### src/rtl/ram_arbiter_if.sv
// Bundle of the two requester ports and the RAM-side bus of ram_arbiter.
// The arbiter connects through the slave modport; requesters and the RAM use master.
interface ram_arbiter_if #(
    parameter int ADDR_W = 5,
    parameter int DATA_W = 32
);
    logic              req_a;
    logic              we_a;
    logic [ADDR_W-1:0] addr_a;
    logic [DATA_W-1:0] wdata_a;
    logic              done_a;
    logic [DATA_W-1:0] rdata_a;

    logic              req_b;
    logic              we_b;
    logic [ADDR_W-1:0] addr_b;
    logic [DATA_W-1:0] wdata_b;
    logic              done_b;
    logic [DATA_W-1:0] rdata_b;

    logic              busy;

    logic              ram_ena;
    logic              ram_wena;
    logic [ADDR_W-1:0] ram_addr;
    logic [DATA_W-1:0] ram_wdata;
    logic [DATA_W-1:0] ram_rdata;

    modport slave (
        input  req_a, we_a, addr_a, wdata_a,
        input  req_b, we_b, addr_b, wdata_b,
        input  ram_rdata,
        output done_a, rdata_a, done_b, rdata_b, busy,
        output ram_ena, ram_wena, ram_addr, ram_wdata
    );

    modport master (
        output req_a, we_a, addr_a, wdata_a,
        output req_b, we_b, addr_b, wdata_b,
        output ram_rdata,
        input  done_a, rdata_a, done_b, rdata_b, busy,
        input  ram_ena, ram_wena, ram_addr, ram_wdata
    );
endinterface

### src/rtl/ram_arbiter.sv
// Two-port round-robin arbiter/sequencer for a single-port synchronous RAM.
// Each grant runs IDLE -> ACCESS -> RESP: one RAM cycle, then a done pulse
// to the served port while ram_rdata is passed straight through.
module ram_arbiter #(
    parameter int ADDR_W = 5,
    parameter int DATA_W = 32
) (
    input  logic          clk,
    input  logic          rst_n,
    ram_arbiter_if.slave  bus
);
    typedef enum logic [1:0] {IDLE, ACCESS, RESP} state_t;

    state_t            state;
    state_t            state_nxt;

    // last_grant_b = 1 means port B was served last, so A wins the next tie
    logic              last_grant_b;
    logic              last_grant_b_nxt;
    logic              grant_any;
    logic              grant_b;

    logic              ram_ena_q,   ram_ena_nxt;
    logic              ram_wena_q,  ram_wena_nxt;
    logic [ADDR_W-1:0] ram_addr_q,  ram_addr_nxt;
    logic [DATA_W-1:0] ram_wdata_q, ram_wdata_nxt;
    logic              done_a_q,    done_a_nxt;
    logic              done_b_q,    done_b_nxt;

    // Round-robin pick: a lone request wins, a tie goes to the port not served last
    always_comb begin
        grant_any = bus.req_a | bus.req_b;
        grant_b   = bus.req_b & (~bus.req_a | ~last_grant_b);
    end

    // State register
    always_ff @(posedge clk or negedge rst_n) begin
        if (!rst_n) begin
            state <= IDLE;
        end else begin
            state <= state_nxt;
        end
    end

    // Next-state logic
    always_comb begin
        state_nxt = IDLE;
        case (state)
            IDLE:    state_nxt = grant_any ? ACCESS : IDLE;
            ACCESS:  state_nxt = RESP;
            RESP:    state_nxt = IDLE;
            default: state_nxt = IDLE;
        endcase
    end

    // Next values of the registered outputs and the grant history
    always_comb begin
        ram_ena_nxt      = ram_ena_q;
        ram_wena_nxt     = ram_wena_q;
        ram_addr_nxt     = ram_addr_q;
        ram_wdata_nxt    = ram_wdata_q;
        done_a_nxt       = 1'b0;
        done_b_nxt       = 1'b0;
        last_grant_b_nxt = last_grant_b;
        case (state)
            IDLE: begin
                if (grant_any) begin
                    ram_ena_nxt      = 1'b1;
                    ram_wena_nxt     = grant_b ? bus.we_b    : bus.we_a;
                    ram_addr_nxt     = grant_b ? bus.addr_b  : bus.addr_a;
                    ram_wdata_nxt    = grant_b ? bus.wdata_b : bus.wdata_a;
                    last_grant_b_nxt = grant_b;
                end
            end
            ACCESS: begin
                ram_ena_nxt  = 1'b0;
                ram_wena_nxt = 1'b0;
                ram_addr_nxt = '0;
                done_a_nxt   = ~last_grant_b;
                done_b_nxt   = last_grant_b;
            end
            default: begin
                done_a_nxt = 1'b0;
                done_b_nxt = 1'b0;
            end
        endcase
    end

    // Output registers; reset abandons any in-flight access immediately
    always_ff @(posedge clk or negedge rst_n) begin
        if (!rst_n) begin
            ram_ena_q    <= 1'b0;
            ram_wena_q   <= 1'b0;
            ram_addr_q   <= '0;
            ram_wdata_q  <= '0;
            done_a_q     <= 1'b0;
            done_b_q     <= 1'b0;
            last_grant_b <= 1'b1;
        end else begin
            ram_ena_q    <= ram_ena_nxt;
            ram_wena_q   <= ram_wena_nxt;
            ram_addr_q   <= ram_addr_nxt;
            ram_wdata_q  <= ram_wdata_nxt;
            done_a_q     <= done_a_nxt;
            done_b_q     <= done_b_nxt;
            last_grant_b <= last_grant_b_nxt;
        end
    end

    assign bus.ram_ena   = ram_ena_q;
    assign bus.ram_wena  = ram_wena_q;
    assign bus.ram_addr  = ram_addr_q;
    assign bus.ram_wdata = ram_wdata_q;
    assign bus.done_a    = done_a_q;
    assign bus.done_b    = done_b_q;
    assign bus.busy      = (state != IDLE);
    assign bus.rdata_a   = bus.ram_rdata;
    assign bus.rdata_b   = bus.ram_rdata;
endmodule

### src/flat_wrapper.sv
// flat-port wrapper written by rule: the top's interface ports become plain ports
module ram_arbiter_flat 
#(
    parameter int ADDR_W = 5,
    parameter int DATA_W = 32
)
  (clk, rst_n, bus_req_a, bus_we_a, bus_addr_a, bus_wdata_a, bus_req_b, bus_we_b, bus_addr_b, bus_wdata_b, bus_ram_rdata, bus_done_a, bus_rdata_a, bus_done_b, bus_rdata_b, bus_busy, bus_ram_ena, bus_ram_wena, bus_ram_addr, bus_ram_wdata);
  ram_arbiter_if #(.ADDR_W(ADDR_W), .DATA_W(DATA_W)) bus_i ();
  input  logic clk;
  input  logic rst_n;
  input wire logic [$bits(bus_i.req_a)-1:0] bus_req_a;
  input wire logic [$bits(bus_i.we_a)-1:0] bus_we_a;
  input wire logic [$bits(bus_i.addr_a)-1:0] bus_addr_a;
  input wire logic [$bits(bus_i.wdata_a)-1:0] bus_wdata_a;
  input wire logic [$bits(bus_i.req_b)-1:0] bus_req_b;
  input wire logic [$bits(bus_i.we_b)-1:0] bus_we_b;
  input wire logic [$bits(bus_i.addr_b)-1:0] bus_addr_b;
  input wire logic [$bits(bus_i.wdata_b)-1:0] bus_wdata_b;
  input wire logic [$bits(bus_i.ram_rdata)-1:0] bus_ram_rdata;
  output wire logic [$bits(bus_i.done_a)-1:0] bus_done_a;
  output wire logic [$bits(bus_i.rdata_a)-1:0] bus_rdata_a;
  output wire logic [$bits(bus_i.done_b)-1:0] bus_done_b;
  output wire logic [$bits(bus_i.rdata_b)-1:0] bus_rdata_b;
  output wire logic [$bits(bus_i.busy)-1:0] bus_busy;
  output wire logic [$bits(bus_i.ram_ena)-1:0] bus_ram_ena;
  output wire logic [$bits(bus_i.ram_wena)-1:0] bus_ram_wena;
  output wire logic [$bits(bus_i.ram_addr)-1:0] bus_ram_addr;
  output wire logic [$bits(bus_i.ram_wdata)-1:0] bus_ram_wdata;
  assign bus_i.req_a = bus_req_a;
  assign bus_i.we_a = bus_we_a;
  assign bus_i.addr_a = bus_addr_a;
  assign bus_i.wdata_a = bus_wdata_a;
  assign bus_i.req_b = bus_req_b;
  assign bus_i.we_b = bus_we_b;
  assign bus_i.addr_b = bus_addr_b;
  assign bus_i.wdata_b = bus_wdata_b;
  assign bus_i.ram_rdata = bus_ram_rdata;
  assign bus_done_a = bus_i.done_a;
  assign bus_rdata_a = bus_i.rdata_a;
  assign bus_done_b = bus_i.done_b;
  assign bus_rdata_b = bus_i.rdata_b;
  assign bus_busy = bus_i.busy;
  assign bus_ram_ena = bus_i.ram_ena;
  assign bus_ram_wena = bus_i.ram_wena;
  assign bus_ram_addr = bus_i.ram_addr;
  assign bus_ram_wdata = bus_i.ram_wdata;
  ram_arbiter #(.ADDR_W(ADDR_W), .DATA_W(DATA_W)) u_core (.clk(clk), .rst_n(rst_n), .bus(bus_i));
endmodule
### config.mk
export PLATFORM = sky130hd
export DESIGN_NAME = ram_arbiter_flat
export DESIGN_NICKNAME = d
export VERILOG_FILES = /design/src/rtl/ram_arbiter_if.sv /design/src/rtl/ram_arbiter.sv /design/src/flat_wrapper.sv
export SDC_FILE = /design/constraint.sdc
export NUM_CORES = 1
export LEC_CHECK = 0
export ABC_AREA = 1
export CAP_MARGIN = 20
export CORE_MARGIN = 3
export CORE_UTILIZATION = 31
export CTS_CLUSTER_SIZE = 25
export DETAILED_ROUTE_END_ITERATION = 8
export PLACE_DENSITY = 0.75
export REMOVE_ABC_BUFFERS = 1
export SYNTH_ARGS = -nofsm -noshare
export SYNTH_HDL_FRONTEND = slang
export SYNTH_SLANG_ARGS = --single-unit
export TNS_END_PERCENT = 100
### constraint.sdc
create_clock -name clk -period 3.5 [get_ports clk]
set_clock_uncertainty 0.05 [all_clocks]
set_input_delay 0.525 -clock clk [delete_from_list [all_inputs] [get_ports clk]]
set_output_delay 0.525 -clock clk [all_outputs]
set_load 0.02 [all_outputs]
# Yosys cells after proc, flatten, opt, wreduce, memory -nomap -nowiden
# Cells that the tools add are included.
[op_classes]
eq_ne = 2
mux = 13
bitwise = 5
reduce_logical = 5
[op_table]
columns = ["cell", "n"]
rows = [
  ["$mux 32", 1],
  ["$mux 5", 2],
  ["$pmux 5 s2", 1],
  ["$mux 1", 6],
  ["$pmux 1 s2", 2],
  ["$pmux 2 s2", 1],
  ["$reduce_and 2->1", 2],
  ["$reduce_bool 2->1", 2],
  ["$eq 2x1->1 const B", 1],
  ["$logic_not 2->1", 1],
  ["$ne 2x1->1 const B", 1],
  ["$not 1->1", 2],
  ["$or 1x1->1", 2],
  ["$and 1x1->1", 1],
]
[word_totals]
reg_bits = 44
inputBits = 112
out_inout_bits = 106
word_cells = 33

# Depth between registers and ports, before layout
# Gate-level depths: netlist (run 1).
[depth]
depth_word = 6
depth_mapped = 7
depth_no_buf = 5

# Worst setup path before layout (run 1)
# OpenSTA, ideal clock, no wires.
[synth_timing]
path_type = "input-to-reg"
startpoint = "input bus_req_a"
endpoint = "register u_core.ram_addr_q[0], in the netlist u_core.bus.ram_addr[0]"
setup_ns = 0.118
t_arrival_ns = 1.151
required_time_ns = 3.332
slack_ns = 2.181
stages = 6
path_buffers = 2
path_cell_list = "nand2_1 buf_2 buf_2 nand3_1 nand3_1 nand2_1"
[synth_via]
elab_chain_cells = 6
word_cells_on_any_way = 9
classes_between = "eq/ne (1); mux (3); bitwise (4); reduce/logical (1)"
[synth_lines]
columns = ["element", "line", "text"]
rows = [
  ["start, declared", "flat_wrapper.sv:11", "input wire logic [$bits(bus_i.req_a)-1:0] bus_req_a;"],
  ["$not 1->1", "ram_arbiter.sv:33", "grant_b = bus.req_b & (~bus.req_a | ~last_grant_b);"],
  ["$or 1x1->1", "ram_arbiter.sv:33", ""],
  ["$and 1x1->1", "ram_arbiter.sv:33", ""],
  ["$mux 5", "ram_arbiter.sv:70", "ram_addr_nxt = grant_b ? bus.addr_b : bus.addr_a;"],
  ["$mux 5", "ram_arbiter.sv:67", "if (grant_any) begin"],
  ["$pmux 5 s2", "ram_arbiter.sv:65", "case (state)"],
  ["end signal, assigned", "ram_arbiter.sv:102", "ram_addr_q <= ram_addr_nxt;"],
  ["end, declared", "ram_arbiter.sv:25", "logic [ADDR_W-1:0] ram_addr_q, ram_addr_nxt;"],
]
# Several ways; a longest one is shown, not always the timed one. The select of a mux whose other input is x is not followed.
# A chain may end at the register's enable or synchronous reset.

# Final worst setup path (run 1)
[layout_timing]
startpoint = "input bus_req_b"
endpoint = "register u_core.ram_wdata_q[13], in the netlist u_core.bus.ram_wdata[13]"
[layout_via]
elab_chain_cells = 2
word_cells_on_any_way = 4
classes_between = "mux (1); bitwise (2); reduce/logical (1)"
[layout_lines]
columns = ["element", "line", "text"]
rows = [
  ["start, declared", "flat_wrapper.sv:15", "input wire logic [$bits(bus_i.req_b)-1:0] bus_req_b;"],
  ["$and 1x1->1 or $or 1x1->1 (tied branches)", "ram_arbiter.sv:33, ram_arbiter.sv:32", ""],
  ["$mux 32 or $reduce_and 2->1 (tied branches)", "n/a", ""],
  ["end signal, assigned", "ram_arbiter.sv:103", "ram_wdata_q <= ram_wdata_nxt;"],
  ["end, declared", "ram_arbiter.sv:26", "logic [DATA_W-1:0] ram_wdata_q, ram_wdata_nxt;"],
]
# Several ways; a longest one is shown, not always the timed one.

==> flow_metrics.tcl, run 1 <==
set metrics [dict create \
    status "completed" \
    fin_nets 571 \
    p_per_area_mw_per_mm2 745.1 \
    grt_pass1_vias 2499 \
    grt_pass1_wl_microns 13950 \
    pre_cts_ws_ps 1003 \
    rrSetupSlack_ps 1710 \
    fp-row-count 34 \
    dp_hpwl_microns 6904 \
    routed_wl_microns 9302 \
    yosys_warnings 0 \
    post_dp_cell_area_sq_mm 0.003643 \
    antenna_found_initial 0 \
    hold_path_class "primary input to async pin" \
    vdd_drop_max_mv 0.2696 \
    crit_family "simple AND/OR/NAND/NOR gates" \
    cts_tree "built" \
    fin_area_sq_mm 0.003779 \
    viasPerCell 4.609 \
    cp_cell_sequence "buf_2 -> nor2_1 -> nor2_4 -> nand3_1 -> nand2_1" \
    drc 0 \
    clockRootBuffer "clkbuf_8" \
    fin_cells 568 \
    min_period_over_period 0.6331 \
    num_vias 2618 \
    gp_congestion 0.7834 \
    clock.fmax_mhz 451.3 \
    ys_types 12 \
    syn-instance-count 412 \
    dieHeight_microns 102.0 \
    layout-drive-gt1-share 0.03261 \
    ctsHoldBuffers 0 \
    ctsResizeCount 0 \
    critical_path_required_ps 3670 \
    reg2reg_from "u_core.last_grant_b" \
    htree_levels 2 \
    finalWorstSetupSlack_ps 1284 \
    gr-total-overflow 0 \
    drv_slew 0 \
    syn-cell-area_sq_mm 0.002856 \
    clk_pin_slew_ps 80 \
    r2r_end "u_core.bus.ram_wdata[17]" \
    cts_buffers 5 \
    slew-limit-headroom 0.3139 \
    clock_latency_ps 290 \
    hold_viol_final 0 \
    power_mw 2.815 \
    diodes 0 \
    die_x_microns 102.0 \
    cts_sinks 44 \
    core_sq_mm 0.008848 \
    drv_cap 0 \
    setup_tns_ps 0 \
    final_util 0.4270 \
    synth-seq-cells 44 \
    post_cts.repair.setup_buffers 0 \
    seq_area_frac_synth 0.3859 \
    io_pins 218 \
    cp_num_buf_inv 1 \
    dp.cells 559 \
    ant_nets 0 \
    holdWs_ps 170.9 \
    slowest_stage "nor2_4" \
    p_leak_nw 2.014 \
    floorplan.initialDensity 0.3228 \
    arrival_ps 2390 \
    avgSynthCellArea_sq_um 6.933 \
    synthToLayoutAreaGrowth_pct 32.28 \
    crit_cells 5 \
    die_area_sq_mm 0.01040 \
    rsz0062_at_grt "false" \
    slowest_delay_ps 750 \
    startpoint_type "primary input" \
    grt.total_usage 0.1749 \
    drt-initial-drc-count 61 \
    worst-setup-path-type "primary input to register" \
    detail_route.wl_per_cell_microns 16.38 \
    first_pass_iters 4 \
    grt_start_max_net_pins 45 \
    min_period_ps 2216 \
    setup_violations 0 \
    clk_path_buf_depth 2 \
    end_kind "register" \
    port_buffers 121 \
    r2r_cells 6 \
    worstPathMaxFanout 41 \
    worstMarginPinSlew_ps 1025 \
]
where the power goes:
part,switching [mW],internal (mW),leakage [nW]
combinational,0.862,0.673,1.42
sequential,0.137,0.764,0.536
clock,0.169,0.212,0.0552
how the worst max path moves through the flow:
stage	start	endpoint	slack (ps)
2_1_floorplan	bus_req_a	u_core.bus.ram_addr[0]	1150
3_3_place_gp	bus_req_b	u_core.bus.ram_wdata[30]	1050
3_5_place_dp	bus_req_b	u_core.bus.ram_wdata[26]	1000
4_1_cts	bus_req_b	u_core.bus.ram_addr[0]	1310
5_1_grt	bus_req_b	u_core.bus.ram_wdata[12]	1050
6_report	bus_req_b	u_core.bus.ram_wdata[13]	1280
layout by cell type, fill, tap and decap left out, types with 2 or more instances in the layout:
| cell type | n |
|---|---|
| nor2_1 | 5 |
| nand3_1 | 82 |
| buf_2 | 2 |
| clkbuf_8 | 5 |
| buf_4 | 2 |
| inv_1 | 79 |
| nand2_1 | 114 |
| clkdlybuf4s50_1 | 119 |
| dfrtp_1 | 43 |
per-layer routing:
layer  wire length [microns]  global-route usage
met3                    1499              0.1276
met1                    4100              0.2319
met4                      40             0.02926
met5                      75             0.08654
met2                    3586              0.2234
cell usage after synthesis (all sizes together):
cell / number / area share
o21ai: 2 / 0.0035
nand3: 82 / 0.14
nor2: 6 / 0.0079
buf: 80 / 0.20
inv: 79 / 0.10
dfrtp: 43 / 0.38
nand2: 114 / 0.15
clkinv: 1 / 0.0013
clkbuf: 4 / 0.0053
dfstp: 1 / 0.0092
area by class of cell:
| cell class | instances | area, sq um |
|---|---|---|
| Inverter | 80 | 300.3 |
| Tap cell | 108 | 135.1 |
| Timing Repair Buffer | 124 | 1244 |
| Fill cell | 917 | 5070 |
| Clock buffer | 6 | 72.57 |
| Sequential cell | 44 | 1102 |
| Clock inverter | 2 | 35.03 |
| Multi-Input combinational cell | 204 | 889.6 |
cell families (layout without fill, tap and decap cells):
family,after synthesis,after routing,share of synthesized area
and+or+nand+nor,202,202,0.3014
AOI/OAI and AO/OA,2,2,0.003501
DFF,44,44,0.3859
buffers and inverters,164,212,0.3092
flip-flops by register name, summed over array words and instances, names as in the netlist:
name	flops
u_core.bus.ram_wdata	32
u_core.bus.ram_addr	5
u_core.state	2
u_core.bus.done_a	1
u_core.bus.done_b	1
u_core.bus.ram_ena	1
u_core.bus.ram_wena	1
u_core.last_grant_b	1
Power figures use the tool's default switching activity.
==> run 2, diff against run 1 <==
PLACE_DENSITY = 0.78   (was 0.75)
clock period = 1.8 ns   (was 3.5 ns; I/O delays follow)
==> run 2 against run 1 <==
Compared with the run above: first-iteration DRC count is 43% higher; setup slack worse by 1100 ps; critical path depth stayed put; critical endpoint is now u_core.bus.ram_wdata[1]; largest cell class unchanged.
==> flow_metrics.tcl, run 2 (same netlist as run 1, synthesis figures left out) <==
set metrics [dict create \
    status "completed" \
    viasPerCell 4.514 \
    die_x_microns 102.0 \
    hold_viol_final 0 \
    clock.fmax_mhz 601.1 \
    synthToLayoutAreaGrowth_pct 33.86 \
    detail_route.wl_per_cell_microns 16.13 \
    min_period_over_period 0.9243 \
    fin_area_sq_mm 0.003824 \
    dp_hpwl_microns 6971 \
    antenna_found_initial 0 \
    p_leak_nw 2.043 \
    p_per_area_mw_per_mm2 1419 \
    die_area_sq_mm 0.01040 \
    worst-setup-path-type "register to register" \
    setup_violations 0 \
    pre_cts_ws_ps -161.1 \
    critical_path_required_ps 1980 \
    gp_congestion 0.7570 \
    cts_buffers 5 \
    startpoint_type "register" \
    first_pass_iters 4 \
    arrival_ps 1840 \
    fin_cells 574 \
    gr-total-overflow 0 \
    grt_pass1_vias 2410 \
    port_buffers 121 \
    post_dp_cell_area_sq_mm 0.003726 \
    layout_commonest_cell "clkdlybuf4s50_1" \
    rsz0062_at_grt "true" \
    end_kind "register" \
    diodes 0 \
    dp.cells 565 \
    drv_slew 0 \
    cts_tree "built" \
    floorplan.initialDensity 0.3228 \
    layout_common_cells "clkdlybuf4s50_1 (118), nand2_1 (114), nand3_1 (82), inv_1 (79), dfrtp_1 (43)" \
    power_mw 5.426 \
    rrSetupSlack_ps 140 \
    fin_nets 577 \
    reg2reg_from "u_core.state[1]" \
    routed_wl_microns 9256 \
    core_sq_mm 0.008848 \
    layout-drive-gt1-share 0.04292 \
    holdWs_ps 425.4 \
    vdd_drop_max_mv 0.6721 \
    clk_path_buf_depth 2 \
    crit_path_end "u_core.bus.ram_wdata[1]" \
    drt-initial-drc-count 87 \
    cts_sinks 44 \
    grt.total_usage 0.1721 \
    grt_start_max_net_pins 45 \
    drv_cap 0 \
    clockRootBuffer "clkbuf_8" \
    min_period_ps 1664 \
    largest_reg_flops 32 \
    num_vias 2591 \
    worstPathMaxFanout 39 \
    final_util 0.4321 \
    dieHeight_microns 102.0 \
    clock_latency_ps 290 \
    startpoint "u_core.state[1]" \
    htree_levels 2 \
    setup_tns_ps 0 \
    io_pins 218 \
    worstMarginPinSlew_ps 888.4 \
    grt_pass1_wl_microns 13570 \
    ant_nets 0 \
    hold_path_class "primary input to async pin" \
    drc 0 \
    post_cts.repair.setup_buffers 0 \
    r2r_cells 5 \
    finalWorstSetupSlack_ps 136.3 \
    slew-limit-headroom 0.4063 \
    fp-row-count 34 \
    clk_pin_slew_ps 90 \
    r2r_end "u_core.bus.ram_wdata[1]" \
]
[run 2: changes by cell type in the layout (fill, tap and decap cells not counted), sizes merged]
cell and change:
buf +5, dlymetal6s2s +1, bufinv -1, clkdlybuf4s50 -1
clkinvlp +1, dlygate4sd3 +1
[run 2: routing by layer]
layer	GRT usage	vias to the layer above	routed length, microns
met4	0.03229	2	59
met2	0.2159	183	3512
met3	0.1283	6	1596
met5	0.09615	-	68
met1	0.2276	1135	4019
li1	-	1265	-
[run 2: worst min path at each step]
stage	startpoint	end	slack [ps]	cells past startpoint
6_report	rst_n	u_core.bus.ram_addr[1]	430	3
5_1_grt	rst_n	u_core.bus.ram_addr[0]	460	3
4_1_cts	rst_n	u_core.bus.ram_addr[1]	430	3
3_5_place_dp	rst_n	u_core.bus.ram_addr[1]	220	2
3_3_place_gp	rst_n	u_core.bus.ram_addr[2]	220	2
2_1_floorplan	rst_n	u_core.bus.done_a	-80	0
[run 2: critical path: stages (launching register included)]
cell and delay [ps]:
dfrtp_1 400, inv_1 60, nand2_1 100, nor2_4 690, nand3_1 190, nand2_1 100
[run 2: layout make-up]
type                       count  area [sq um]
tap                          108         135.1
multi-input combinational    204         889.6
clock inverter                 2         12.51
clock buffer                   6         72.57
timing repair buffer         130          1311
fill                         884          5025
sequential                    44          1102
inverter                      80         300.3
[run 2: what timing repair did]
| action | 4_1_cts | 5_1_grt |
|---|---|---|
| endpoints found under the hold margin | 43 | 0 |
| hold buffers | 1 | 0 |
| setup endpoints to repair | 0 | 5 |
| gates resized for setup | 0 | 1 |
[run 2: power breakdown]
group / total [mW] / switching (mW) / internal, mW
Sequential: 1.76 / 0.275 / 1.49
Clock: 0.607 / 0.335 / 0.272
Combinational: 3.06 / 1.69 / 1.37
Total: 5.43 / 2.30 / 3.13
==> run 3, diff against run 2 <==
CTS_CLUSTER_DIAMETER = 80   (was unset)
PLACE_DENSITY = unset   (was 0.78)
PLACE_DENSITY_LB_ADDON = 0.08   (was unset)
==> run 3 against run 2 <==
Compared with the run above: combinational power hardly changed; fmax is 3.1% higher; critical path depth is 4 lower; register-to-register slack better by 300 ps.
==> flow_metrics.tcl, run 3 (same netlist as run 1, synthesis figures left out) <==
set metrics [dict create \
    status "completed" \
    grt_pass1_wl_microns 14260 \
    fin_area_sq_mm 0.003881 \
    worst-setup-path-type "register to output port" \
    routed_wl_microns 9590 \
    internal_power_mw 3.373 \
    setup_violations 0 \
    combPwrFrac 0.544 \
    hold_viol_final 0 \
    crit_cells 1 \
    drt-initial-drc-count 74 \
    viasPerCell 4.440 \
    clock.fmax_mhz 619.6 \
    clk_pin_slew_ps 90 \
    port_buffers 121 \
    r2r_cells 6 \
    fp-row-count 34 \
    dieHeight_microns 102.0 \
    cts_sinks 44 \
    layout-drive-gt1-share 0.05319 \
    cp_cell_sequence "clkdlybuf4s50_1" \
    layout_commonest_cell "clkdlybuf4s50_1" \
    first_pass_iters 4 \
    min_period_over_period 0.8967 \
    startpoint "u_core.bus.ram_wdata[16]" \
    p_leak_nw 2.072 \
    floorplan.initialDensity 0.3228 \
    num_vias 2571 \
    p_sw_mw 2.313 \
    largest_reg_flops 32 \
    rsz0062_at_grt "false" \
    clk_path_buf_depth 2 \
    cts_tree "built" \
    pwr-share-seq 0.309 \
    min_period_ps 1614 \
    clock_power_share 0.147 \
    p_per_area_mw_per_mm2 1465 \
    die_x_microns 102.0 \
    reg2reg_from "u_core.last_grant_b" \
    rrSetupSlack_ps 440 \
    critical_path_required_ps 1480 \
    fin_nets 581 \
    core_sq_mm 0.008848 \
    drc 0 \
    cts_buffers 5 \
    vdd_drop_max_mv 0.5190 \
    worstMarginPinSlew_ps 436.2 \
    startpoint_type "register" \
    setup_tns_ps 0 \
    grt.total_usage 0.1823 \
    dp.cells 569 \
    final_util 0.4386 \
    gp_congestion 0.7695 \
    htree_levels 2 \
    worstPathMaxFanout 2 \
    crit_family "buffers and inverters" \
    antenna_found_initial 0 \
    switching_share 0.4068 \
    io_pins 218 \
    slew-limit-headroom 0.7092 \
    arrival_ps 1290 \
    clock_latency_ps 290 \
    cp_num_buf_inv 1 \
    hold_path_class "primary input to register" \
    grt_pass1_vias 2468 \
    slowest_stage "clkdlybuf4s50_1" \
    fin_cells 579 \
    fillers 947 \
    crit_path_end "bus_ram_wdata[16]" \
    die_area_sq_mm 0.01040 \
    synthToLayoutAreaGrowth_pct 35.87 \
    post_dp_cell_area_sq_mm 0.003744 \
    clockRootBuffer "clkbuf_8" \
    slowest_delay_ps 630 \
    drv_slew 0 \
    r2r_end "u_core.bus.ram_wdata[22]" \
    detail_route.wl_per_cell_microns 16.56 \
    dp_hpwl_microns 7333 \
    end_kind "output port" \
    grt_start_max_net_pins 34 \
    drv_cap 0 \
    ant_nets 0 \
    layout_common_cells "clkdlybuf4s50_1 (118), nand2_1 (114), nand3_1 (82), inv_1 (79), dfrtp_1 (43)" \
    gr-total-overflow 0 \
]
[run 3: through the flow]
step / power [mW] / hold WS, ps / setup slack [ps]
4_1_cts: 5.791 / 365.4 / 159.8
5_1_grt: 6.130 / 385.5 / 105.2
3_5_place_dp: 4.930 / 189.1 / 101.5
6_report: 5.687 / 363.0 / 185.9
3_3_place_gp: 4.916 / 189.6 / 128.1
2_1_floorplan: 3.260 / -75.59 / -471.5
[run 3: power groups by stage]
stage | Combinational (mW) | Sequential [mW] | Clock (mW)
final | 3.09 | 1.76 | 0.836
after global routing | 3.41 | 1.82 | 0.902
after CTS | 3.16 | 1.76 | 0.872
after detailed placement | 3.16 | 1.77 | 0
after global placement | 3.15 | 1.76 | 0
after floorplan | 0.961 | 2.30 | 0
[run 3: layout make-up]
type | instances | area [sq um] | share of cell area
multi-input cells | 204 | 889.6 | 0.2292
clock inverters | 1 | 30.03 | 0.007737
inverters | 80 | 300.3 | 0.07737
repair buffers | 134 | 1325 | 0.3414
diodes | 1 | 2.502 | 0.0006447
well taps | 108 | 135.1 | 0.03482
flip-flops and latches | 44 | 1102 | 0.2840
clock buffers | 7 | 96.34 | 0.02482
[run 3: repair_timing]
item,CTS,global route
endpoints found under the hold margin,16,0
gates resized for setup,1,0
setup endpoints to repair,1,0
hold buffers,1,0
setup buffers,0,0
[run 3: routing by layer]
metal	global-route usage	up-vias	share of wire
met5	0.04808	-	0
met2	0.2084	160	0.35
met1	0.2510	1134	0.47
met4	0.03128	0	0.0034
li1	-	1273	-
met3	0.1570	4	0.17
[run 3: how the worst min path moves through the flow]
| stage | start | end | slack (ps) | depth (start not counted) |
|---|---|---|---|---|
| 2_1_floorplan | rst_n | u_core.bus.done_a | -80 | 0 |
| 3_3_place_gp | rst_n | u_core.bus.done_a | 190 | 1 |
| 3_5_place_dp | rst_n | u_core.bus.done_a | 190 | 1 |
| 4_1_cts | bus_req_b | u_core.bus.ram_addr[0] | 370 | 4 |
| 5_1_grt | bus_req_b | u_core.bus.ram_wdata[23] | 390 | 4 |
| 6_report | bus_req_b | u_core.bus.ram_addr[0] | 360 | 4 |
